--- src/rtl/uart_arb_pkg.sv ---
// Shared types and helpers for the UART transmit arbiter: FSM state encoding,
// header tag and the watchdog counter sizing function.
package uart_arb_pkg;

   typedef enum logic [2:0] {
      IDLE      = 3'd0,
      GRANT     = 3'd1,
      START     = 3'd2,
      WAIT_DONE = 3'd3,
      HDR_START = 3'd4,
      HDR_WAIT  = 3'd5
   } arb_state_t;

   localparam logic [3:0] HDR_TAG = 4'hA;

   // Bits needed to count 0 .. cyc-1; never narrower than one bit.
   function automatic int wdog_width(input int cyc);
      return (cyc < 2) ? 1 : $clog2(cyc);
   endfunction

   function automatic logic [7:0] hdr_byte(input logic [2:0] id);
      return {HDR_TAG, 1'b0, id};
   endfunction

endpackage

--- src/rtl/uart_tx_arbiter_rr_pick.sv ---
// rr_pick: combinational round-robin selector, first set bit at or above ptr
// with wrap-around. Shared with other arbiters in the codebase.
module rr_pick #(
   parameter int NREQ = 4,
   parameter int IDW  = 2
) (
   input  logic [NREQ-1:0] req,
   input  logic [IDW-1:0]  ptr,
   output logic [IDW-1:0]  idx,
   output logic            found
);

   localparam int PW = IDW + 1;

   logic [2*NREQ-1:0] dbl;
   logic [NREQ-1:0]   rot;
   logic [PW-1:0]     sum;

   always_comb begin
      dbl   = {req, req};
      rot   = NREQ'(dbl >> ptr);
      found = 1'b0;
      sum   = '0;
      // Scan downward so the lowest offset from ptr is the one that sticks.
      for (int k = NREQ - 1; k >= 0; k--) begin
         if (rot[k]) begin
            sum   = PW'(ptr) + PW'(k);
            found = 1'b1;
         end
      end
      if (sum >= PW'(NREQ))
         sum = sum - PW'(NREQ);
      idx = sum[IDW-1:0];
   end

endmodule

--- src/rtl/uart_tx_arbiter.sv ---
// uart_tx_arbiter: round-robin sharing of one UART transmitter among NREQ byte
// sources, with a done watchdog. Define UART_ARB_ID_HDR_EN to prefix each byte
// with a requester-ID header byte.
//
//  state     | meaning
//  ----------+--------------------------------------------------------------
//  IDLE      | waiting for any req_valid; picks next requester from rr_ptr
//  GRANT     | accept strobe to grant_id, capture its byte (or abandon)
//  START     | one-cycle tx_start for the payload byte, watchdog cleared
//  WAIT_DONE | waiting for tx_done, watchdog counting
//  HDR_START | one-cycle tx_start for the header byte (option only)
//  HDR_WAIT  | waiting for tx_done of the header, watchdog counting (option)
module uart_tx_arbiter
   import uart_arb_pkg::*;
#(
   parameter int NREQ        = 4,
   parameter int IDW         = 2,
   parameter int TIMEOUT_CYC = 200000
) (
   input  logic              clk,
   input  logic              rst,
   input  logic [NREQ-1:0]   req_valid,
   input  logic [8*NREQ-1:0] req_data,
   output logic [NREQ-1:0]   req_ready,
   output logic              tx_start,
   output logic [7:0]        tx_data,
   input  logic              tx_done,
   output logic              busy,
   output logic [IDW-1:0]    grant_id,
   output logic              err_timeout
);

   localparam int WDW = wdog_width(TIMEOUT_CYC);

   arb_state_t      state;
   logic [IDW-1:0]  rr_ptr;
   logic [IDW-1:0]  pick_idx;
   logic            pick_found;
   logic [IDW-1:0]  ptr_next;
   logic [WDW-1:0]  wdog;
   logic            wdog_expired;
   logic [7:0]      sel_byte;
`ifdef UART_ARB_ID_HDR_EN
   logic [7:0]      hold;
`endif

   rr_pick #(
      .NREQ (NREQ),
      .IDW  (IDW)
   ) u_rr_pick (
      .req   (req_valid),
      .ptr   (rr_ptr),
      .idx   (pick_idx),
      .found (pick_found)
   );

   assign sel_byte     = req_data[{grant_id, 3'b000} +: 8];
   assign ptr_next     = (grant_id == IDW'(NREQ - 1)) ? '0 : grant_id + 1'b1;
   assign wdog_expired = (wdog == WDW'(TIMEOUT_CYC - 1));
   assign busy         = (state != IDLE);

`ifdef UART_ARB_ID_HDR_EN
   assign tx_start    = (state == START) || (state == HDR_START);
   assign err_timeout = ((state == WAIT_DONE) || (state == HDR_WAIT))
                        && wdog_expired && !tx_done;
`else
   assign tx_start    = (state == START);
   assign err_timeout = (state == WAIT_DONE) && wdog_expired && !tx_done;
`endif

   // Accept strobe is withheld if the requester withdrew before GRANT.
   always_comb begin
      req_ready = '0;
      if (state == GRANT && req_valid[grant_id])
         req_ready[grant_id] = 1'b1;
   end

   always_ff @(posedge clk) begin
      if (rst) begin
         state    <= IDLE;
         grant_id <= '0;
         rr_ptr   <= '0;
         wdog     <= '0;
         tx_data  <= '0;
`ifdef UART_ARB_ID_HDR_EN
         hold     <= '0;
`endif
      end else begin
         case (state)
            IDLE: begin
               if (pick_found) begin
                  grant_id <= pick_idx;
                  state    <= GRANT;
               end
            end

            GRANT: begin
               if (req_valid[grant_id]) begin
`ifdef UART_ARB_ID_HDR_EN
                  hold    <= sel_byte;
                  tx_data <= hdr_byte(3'(grant_id));
                  state   <= HDR_START;
`else
                  tx_data <= sel_byte;
                  state   <= START;
`endif
               end else begin
                  state <= IDLE;
               end
            end

            START: begin
               wdog  <= '0;
               state <= WAIT_DONE;
            end

            WAIT_DONE: begin
               // tx_done takes priority over a watchdog expiry in the same cycle.
               if (tx_done || wdog_expired) begin
                  rr_ptr <= ptr_next;
                  state  <= IDLE;
               end else begin
                  wdog <= wdog + 1'b1;
               end
            end

`ifdef UART_ARB_ID_HDR_EN
            HDR_START: begin
               wdog  <= '0;
               state <= HDR_WAIT;
            end

            HDR_WAIT: begin
               if (tx_done) begin
                  tx_data <= hold;
                  state   <= START;
               end else if (wdog_expired) begin
                  rr_ptr <= ptr_next;
                  state  <= IDLE;
               end else begin
                  wdog <= wdog + 1'b1;
               end
            end
`endif

            default: state <= IDLE;
         endcase
      end
   end

endmodule

--- config.mk ---
export PLATFORM = sky130hd
export DESIGN_NAME = uart_tx_arbiter
export DESIGN_NICKNAME = d
export VERILOG_FILES = /design/src/rtl/uart_arb_pkg.sv /design/src/rtl/uart_tx_arbiter_rr_pick.sv /design/src/rtl/uart_tx_arbiter.sv
export SDC_FILE = /design/constraint.sdc
export NUM_CORES = 1
export LEC_CHECK = 0
export CORE_UTILIZATION = 52
export DETAILED_ROUTE_END_ITERATION = 16
export PLACE_DENSITY = 0.86
export REMOVE_ABC_BUFFERS = 1
export SLEW_MARGIN = 30
export SYNTH_ARGS = -nofsm -noshare
export SYNTH_HDL_FRONTEND = slang
export SYNTH_SLANG_ARGS = --single-unit
--- constraint.sdc ---
create_clock -name clk -period 2.8 [get_ports clk]
set_input_delay 0.42 -clock clk [delete_from_list [all_inputs] [get_ports clk]]
set_output_delay 0.42 -clock clk [all_outputs]
set_load 0.01 [all_outputs]
Word level (Yosys, flattened, before mapping)

Cells that the tools add are included.

Output and inout bits: 17
Word-level logic and storage cells: 59
Bits of input ports: 39
Register bits after elaboration: 33

Add/subtract/negate cells: 6
Shifts and indexed selects: 2
Reductions and logical operators: 14
Order comparisons: 3
Mux-type cells: 21
Eq/ne operators: 8

Operator list:

| operator                                                  | number |
|---|---|
| case mux 18 bit (2 select lines)                          | 1 |
| variable part select 32 x 6 -> 8 bit                      | 1 |
| adder 18 x 1 -> 18 bit (second input constant)            | 1 |
| equality test 18 bit (second input constant)              | 1 |
| two-way mux 18 bit                                        | 1 |
| two-way mux 3 bit                                         | 6 |
| case mux 3 bit (4 select lines)                           | 1 |
| AND reduction 2 bit                                       | 5 |
| >> shifter 8 x 2 -> 4 bit                                 | 1 |
| adder 2 x 2 -> 3 bit (second input constant)              | 2 |
| equality test 3 x 2 -> 1 bit (second input constant)      | 2 |
| two-way mux 1 bit                                         | 6 |
| two-way mux 2 bit                                         | 3 |
| logical AND 1 bit                                         | 4 |
| two-way mux 4 bit                                         | 1 |
| != test 2 bit (second input constant)                     | 2 |
| adder 2 x 1 -> 3 bit (second input constant)              | 1 |
| equality test 3 x 1 -> 1 bit (second input constant)      | 1 |
| greater-or-equal comparator 3 bit (second input constant) | 1 |
| zero test 3 bit                                           | 1 |
| < comparator 2 x 3 -> 1 bit (second input constant)       | 1 |
| nonzero test 3 bit                                        | 1 |
| adder 2 x 1 -> 2 bit (second input constant)              | 1 |
| binary-select mux 1 bit (select 2 bit)                    | 1 |
| other kinds (8)                                           | 8 |

Logic depth before layout (Yosys ltp)

Gate-level depths: netlist (run 1).

Depth after elaboration: 7
Mapped depth: 7
Mapped depth without buffers: 7

Hierarchy

Synthesis (run 1) repeated with hierarchy kept, for this count alone.

Cells, all modules: 207
Area, all modules: 1941.9 sq um

Modules (own cells, without submodules):

| module          | sequential area each (sq um) | area an instance (sq um) | times used | cells each |
|---|---|---|---|---|
| uart_tx_arbiter | 640.6                        | 1864.3                   | 1          | 192 |
| rr_pick         | 0.0                          | 77.6                     | 1          | 15 |

Worst setup path after synthesis (run 1)

Ideal clock, no wire load.

Path type: register -> output
From: register grant_id[0]
To: output port req_ready[0]
Arrival time: 1.523 ns
Stages on the path, launching flop included: 6
Data required time: 2.380 ns
Path buffers: 1
Setup slack: 0.857 ns
Cell sequence: dfxtp_1 mux4_2 nand2_1 nor2_1 buf_4 and2_1

Longest elaborated chain between the ends: 5
Elaborated cells between the ends (all ways): 9
Classes of those cells: 2 x order compare; 5 x mux; 2 x reduce/logical

Ends and longest elaborated chain:

| what                                                                                                                   | RTL line              | RTL |
|---|---|---|
| from (decl)                                                                                                            | uart_tx_arbiter.sv:29 | `output logic [IDW-1:0] grant_id,` |
| from (signal assigned)                                                                                                 | uart_tx_arbiter.sv:92 | `grant_id <= pick_idx;` |
| < comparator 2 x 3 -> 1 bit (implied by the code) / greater-or-equal comparator 2 x 1 -> 1 bit (equally long branches) | uart_tx_arbiter.sv:75 | `req_ready[grant_id] = 1'b1;` |
| logical AND 1 bit (implied by the code)                                                                                | uart_tx_arbiter.sv:75 |  |
| two-way mux 1 bit (implied by the code)                                                                                | uart_tx_arbiter.sv:75 |  |
| demux 1 bit (select 2 bit)                                                                                             | uart_tx_arbiter.sv:75 |  |
| two-way mux 4 bit (*)                                                                                                  | uart_tx_arbiter.sv:74 | `if (state == GRANT && req_valid[grant_id])` |
| to (decl)                                                                                                              | uart_tx_arbiter.sv:24 | `output logic [NREQ-1:0] req_ready,` |

Mark *: on every way between the ends. The rest lies on a longest branch, timed or not. The select of a mux whose other input is x is not followed.

Worst setup path after layout (run 1)

From: input port req_valid[3]
To: output port req_ready[0]

Longest elaborated chain between the ends: 4

Ends and longest elaborated chain:

| what                                    | RTL line              | RTL |
|---|---|---|
| from (decl)                             | uart_tx_arbiter.sv:22 | `input logic [NREQ-1:0] req_valid,` |
| binary-select mux 1 bit (select 2 bit)  | uart_tx_arbiter.sv:74 |  |
| two-way mux 1 bit (implied by the code) | uart_tx_arbiter.sv:74 |  |
| logical AND 1 bit                       | uart_tx_arbiter.sv:74 |  |
| two-way mux 4 bit                       | uart_tx_arbiter.sv:74 |  |

Every way passes these cells. The select of a mux whose other input is x is not followed.

==> run metrics, run 1 <==
Post-Layout Cell Count=328; HP Class=reg2reg; #FFs+latches synth=32; WP buf/inv=2; DP Wirelength=3840 um; area of the multi-input gates=1290 um2; DRC viols=0; die height=64.0 um; Crit path top cell by count=clkdlybuf4s50_1; via count=1932; clock root buffer=clkbuf_8; final net count=323; vias per cell=5.89; post-route ant nets=0; final setup vio count=0; Cell Rows=22; vias in the first global route=1814; post_cts resized=0; input/output buffers=55; Clock Skews=0.00531 ns; Required @ worst endpoint=2.38 ns; P_leak=0.958 nW; CTS tree=done; GR Util All Layers=27.2%; CORE AREA=3660 um2; synthesized netlist cell count=217; Slew @ Worst Pin=0.565 ns; ys async rst share=0%; sequential cell area fraction in the yosys report=32.1%; largest net degree at the start of global routing=26; Yosys cell types=52; initial antenna violation count=0; Hold WS=0.491 ns; worst vdd ir=0.283 mV; initial drt markers=141; critical path's slowest cell=clkdlybuf4s50_1; Rel. slew slack=61.9%; top_reg_cell synth=dfxtp_1; Starting Density=54.5%; Mapped Area=2000 um2; I/O pins=56; final wirelength=5080 um; Congestion Overflow GR=0; Fillers=276; Clock Pin Slew Worst Setup and Hold Paths=0.06 ns; gpl congestion=0.923; WL/cell=15.5 um; Max Cap Viol=0; Warnings, synthesis=0; Final Cycle Share=96.5%; worst skew pair latency=0.29 ns; crit end category=output port; detailed-router iteration count before antenna repair=4; maximum clock frequency=370 MHz; Mean Syn Cell Area=9.20 um2; RSZ-0062 raised after global routing=false; post-route setup TNS=0 ns; CP max stage delay=0.53 ns; Critical Setup Path Class=in2out; clock buffer depth=2; Crit Path Max Fanout=6; Hold Fails Final Rpt=0; arrival time at the worst endpoint=2.28 ns; first-pass GRT wire length=8450 um; CTS H-tree lvls=2; Area Overhead vs Synth=35.9%; n_diodes=0; Clock Sinks=32; cts-stage hold buffer count=0; Startpoint Class=primary input; overall power=0.00108 W; post-CTS setup buffers=0; storage element area=641 um2; pwr dens=397 nW/um2; DP Worst Slack=0.110 ns; Min Clock Period, post-route=2.70 ns; die width=64.0 um; cell chain of the critical path=clkdlybuf4s50_1, mux4_2, nand2_1, nor2_1, and2_1, clkdlybuf4s50_1; total CTS buffers=5; critical path's top delay family=buffers and inverters; total die area=4090 um2; outcome=finished, final reports clean; layout cell share with drive strength beyond 1=16.4%; dpl cells=320; final worst slack=0.0976 ns; Post-synth EDFFs=0; Final Max Slew Viols=0
==> cell usage after synthesis, types with 2 or more instances <==
master	count	area [um2]
dfxtp_1	32	641
nor3_1	5	25.0
or4_1	3	22.5
a21oi_1	14	70.1
ha_1	5	62.6
mux4_2	9	203
nand3_1	14	70.1
nand2_2	2	12.5
and2_1	5	31.3
mux2i_1	14	140
a2111o_1	4	45.0
inv_1	5	18.8
nand4_1	5	31.3
and3_2	2	15.0
and3_1	3	18.8
or3_1	4	25.0
a31oi_1	3	18.8
or2_2	3	18.8
nand2_1	19	71.3
clkbuf_1	4	15.0
nor2_1	20	75.1
o31ai_1	3	22.5
o21a_1	2	15.0
buf_2	2	10.0
o2111ai_1	2	17.5
o211ai_1	2	15.0
o21ai_0	5	25.0
nand3b_1	2	15.0
==> through the flow <==
step	instance area (um2)	util, %
after floorplan	1950	-
after global placement	2620	71.6
after detailed placement	2620	71.6
after CTS	2710	74.1
after global routing	2710	74.1
final	2710	74.1
==> layer usage <==
metal  track usage [%]  vias to the layer above  part of all wire [%]
li1                  -                      940                     -
met1              33.1                      926                    44
met2              44.7                       58                    51
met3              6.61                        8                   3.3
met4              12.8                        0                   2.3
met5                 0                        -                     0
==> final cells by class <==
cell class,instances,area share [%]
multi-input cells,171,47.5
flip-flops and latches,32,23.6
well taps,48,2.21
clock buffers,8,3.32
repair buffers,63,22.5
inverters,6,0.876
==> cells by family after synthesis <==
group | share of synthesized area [%]
multiplexers | 17.7
flip-flops | 32.1
buffers and inverters | 3.39
adder cells (fa/ha/maj) | 3.13
AO/OA/AOI/OAI | 14.8
AND/OR/NAND/NOR | 28.8
==> worst reg2reg max path, cell delays in order (launching register included) <==
cell and delay, ns:
dfxtp_1 0.33, ha_1 0.24, and3_4 0.21, nand4b_4 0.14
o21a_1 0.40, and4_2 0.31, mux2i_1 0.18
==> where the power goes <==
group / leakage (nW) / switching (W) / total, W / internal [W]
Combinational: 0.653 / 0.0000967 / 0.000227 / 0.000131
Sequential: 0.259 / 0.0000111 / 0.000480 / 0.000469
Clock: 0.0455 / 0.000169 / 0.000369 / 0.000200
Total: 0.958 / 0.000277 / 0.00108 / 0.000800
==> final timing paths <==
kind,slack (ns),startpoint,to,cells past startpoint
setup / recovery,0.1,req_valid[3],req_ready[0],6
hold reg to reg,0.49,wdog[1],wdog[1],2
hold / removal,0.49,wdog[1],wdog[1],2
setup reg to reg,0.93,wdog[0],wdog[16],6
==> state kept, by name, summed over array words and instances, names as in the netlist <==
name	flops
tx_data	8
grant_id	2
state	2
rr_ptr	2
wdog	18
==> placed cells by master, fill, tap and decap left out, types with 6 or more instances in the layout <==
| master | Yosys | routed |
|---|---|---|
| nor2_1 | 20 | 20 |
| mux2i_1 | 14 | 14 |
| clkdlybuf4s50_1 | 0 | 55 |
| clkbuf_8 | 0 | 6 |
| mux4_2 | 9 | 9 |
| nand3_1 | 14 | 14 |
| a21oi_1 | 14 | 14 |
| dfxtp_1 | 32 | 32 |
| buf_4 | 1 | 8 |
| nand2_1 | 19 | 19 |
No activity file was read; power rests on OpenSTA's default activity.
==> run 2: changes to the inputs <==
Settings changed: CORE_UTILIZATION 52 to 43, PLACE_DENSITY 0.86 to 0.76.
Clock period 2.8 ns to 2.4 ns, I/O delays scaled along.
==> run 2 against run 1 <==
Critical path depth did not move; cell count rose by 0.91%; register-to-register slack worse by 0.38 ns; largest power group unchanged; critical path type unchanged.
==> run metrics, run 2 (same netlist as run 1, synthesis figures left out) <==
Clock Pin Slew Worst Setup and Hold Paths=0.07 ns; DRC viols=0; CTS H-tree lvls=2; arrival time at the worst endpoint=1.88 ns; RSZ-0062 raised after global routing=false; most frequent cells in the layout=clkdlybuf4s50_1 (50), dfxtp_1 (32), nor2_1 (20); Most Crowded Layer GR=met2; GR Util All Layers=22.4%; I/O pins=56; met3 GRT Util=3.75%; final core occ=61.1%; final setup vio count=0; n_diodes=0; WL/cell=15.9 um; largest register by flop count=wdog; detailed-router iteration count before antenna repair=5; hold path start=wdog[11]; Clock Sinks=32; Startpoint Class=primary input; die height=70.1 um; Clock Skews=0.00520 ns; Final Cycle Share=93.3%; routing usage on met2=36.6%; die width=70.1 um; final net count=323; Rel. slew slack=65.9%; input/output buffers=55; Max Cap Viol=0; post-route setup TNS=0 ns; total die area=4920 um2; Slew @ Worst Pin=0.505 ns; gpl congestion=0.823; Worst Hold End=wdog[11]; cell chain of the critical path=clkdlybuf4s50_1, mux4_2, nand2_1, nor2_1, and2_1, dlygate4sd2_1; CP max stage delay=0.49 ns; Min Clock Period, post-route=2.24 ns; largest net degree at the start of global routing=26; Post-Layout Cell Count=331; crit end category=output port; layout cell share with drive strength beyond 1=16.8%; Critical Setup Path Class=in2out; vias per cell=5.93; clock root buffer=clkbuf_8; post-route ant nets=0; outcome=finished, final reports clean; max FFs per register=18; Hold Fails Final Rpt=0; Reg2Reg Launch Point=wdog[0]; Starting Density=45.2%; Congestion Overflow GR=0; worst vdd ir=0.342 mV; P_leak=0.973 nW; DP Wirelength=3900 um; CTS tree=done; clock buffer depth=2; Hold WS=0.489 ns; dpl cells=324; maximum clock frequency=446 MHz; DP Area=2630 um2; Design Area, Final=2700 um2; Area Overhead vs Synth=35.0%; vias in the first global route=1824; worst skew pair latency=0.28 ns; Cell Rows=24; Required @ worst endpoint=2.04 ns; routing usage on met1=28.5%; CORE AREA=4410 um2; biggest regs=wdog (18), tx_data (8); first-pass GRT wire length=8690 um; HP Class=reg2reg; critical path's slowest cell=mux4_2; Final Max Slew Viols=0; Worst R2R End=wdog[16]; pwr dens=452 nW/um2; cts-stage hold buffer count=0; initial antenna violation count=0; Worst R2R Path Depth=6; Worst Hold Path Cells=2; total CTS buffers=5; final wirelength=5280 um; commonest non-fill, non-tap cell in the layout=clkdlybuf4s50_1; initial drt markers=132; Crit Path Max Fanout=5; via count=1962; R2R setup slack=0.55 ns
## run 2: cell types whose count changed in the layout (fill, tap and decap cells not counted), sizes merged
| cell | delta |
|---|---|
| clkbuf | -1 |
| clkdlybuf4s50 | -5 |
| dlygate4sd2 | +4 |
| clkinv | +1 |
## run 2: worst max-delay path by stage
stage	startpoint	slack, ns	to
after floorplan	grant_id[0]	0.01	req_ready[0]
after global placement	req_valid[3]	0.003	req_ready[1]
after detailed placement	req_valid[3]	-0.03	req_ready[1]
after CTS	wdog[0]	0.13	err_timeout
after global routing	wdog[0]	0.1	err_timeout
final	req_valid[3]	0.16	req_ready[1]
## run 2: area by class of cell
cell class | instances | area (um2)
multi-input cells | 171 | 1290
inverters | 6 | 23.8
fillers | 407 | 1720
well taps | 52 | 65.1
flip-flops and latches | 32 | 641
repair buffers | 63 | 601
clock buffers | 6 | 72.6
clock inverters | 1 | 5.00
## run 2: metal layers
layer,up-vias,routed length [um]
met1,950,2240
met4,0,153
met2,56,2700
met3,15,189
li1,941,-
met5,-,0
## run 2: critical path, delay by kind of cell
| family | cells | cell delay (ns) |
|---|---|---|
| buffers and inverters | 2 | 0.70 |
| muxes | 1 | 0.49 |
| and+or+nand+nor | 3 | 0.32 |
## run 2: where the power goes
group          internal, W  switching, W  total (W)  leakage (nW)
clock network     0.000197      0.000199   0.000396        0.0410
logic             0.000150      0.000110   0.000261         0.673
registers         0.000547     0.0000147   0.000561         0.259
total             0.000894      0.000325    0.00122         0.973
## run 2: timing repair
item                                    in CTS  in global routing
pin swaps                                    0                  0
endpoints found under the setup margin       5                  1
resized for setup                            5                  3
setup buffers                                0                  0
## run 2: per-stage QoR
| stage | worst slack [ns] | power (W) |
|---|---|---|
| 5_1_grt | 0.0958 | 0.00127 |
| 4_1_cts | 0.126 | 0.00122 |
| 3_5_place_dp | -0.0333 | 0.000835 |
| 3_3_place_gp | 0.00255 | 0.000831 |
| 6_report | 0.160 | 0.00122 |
| 2_1_floorplan | 0.0128 | 0.000690 |
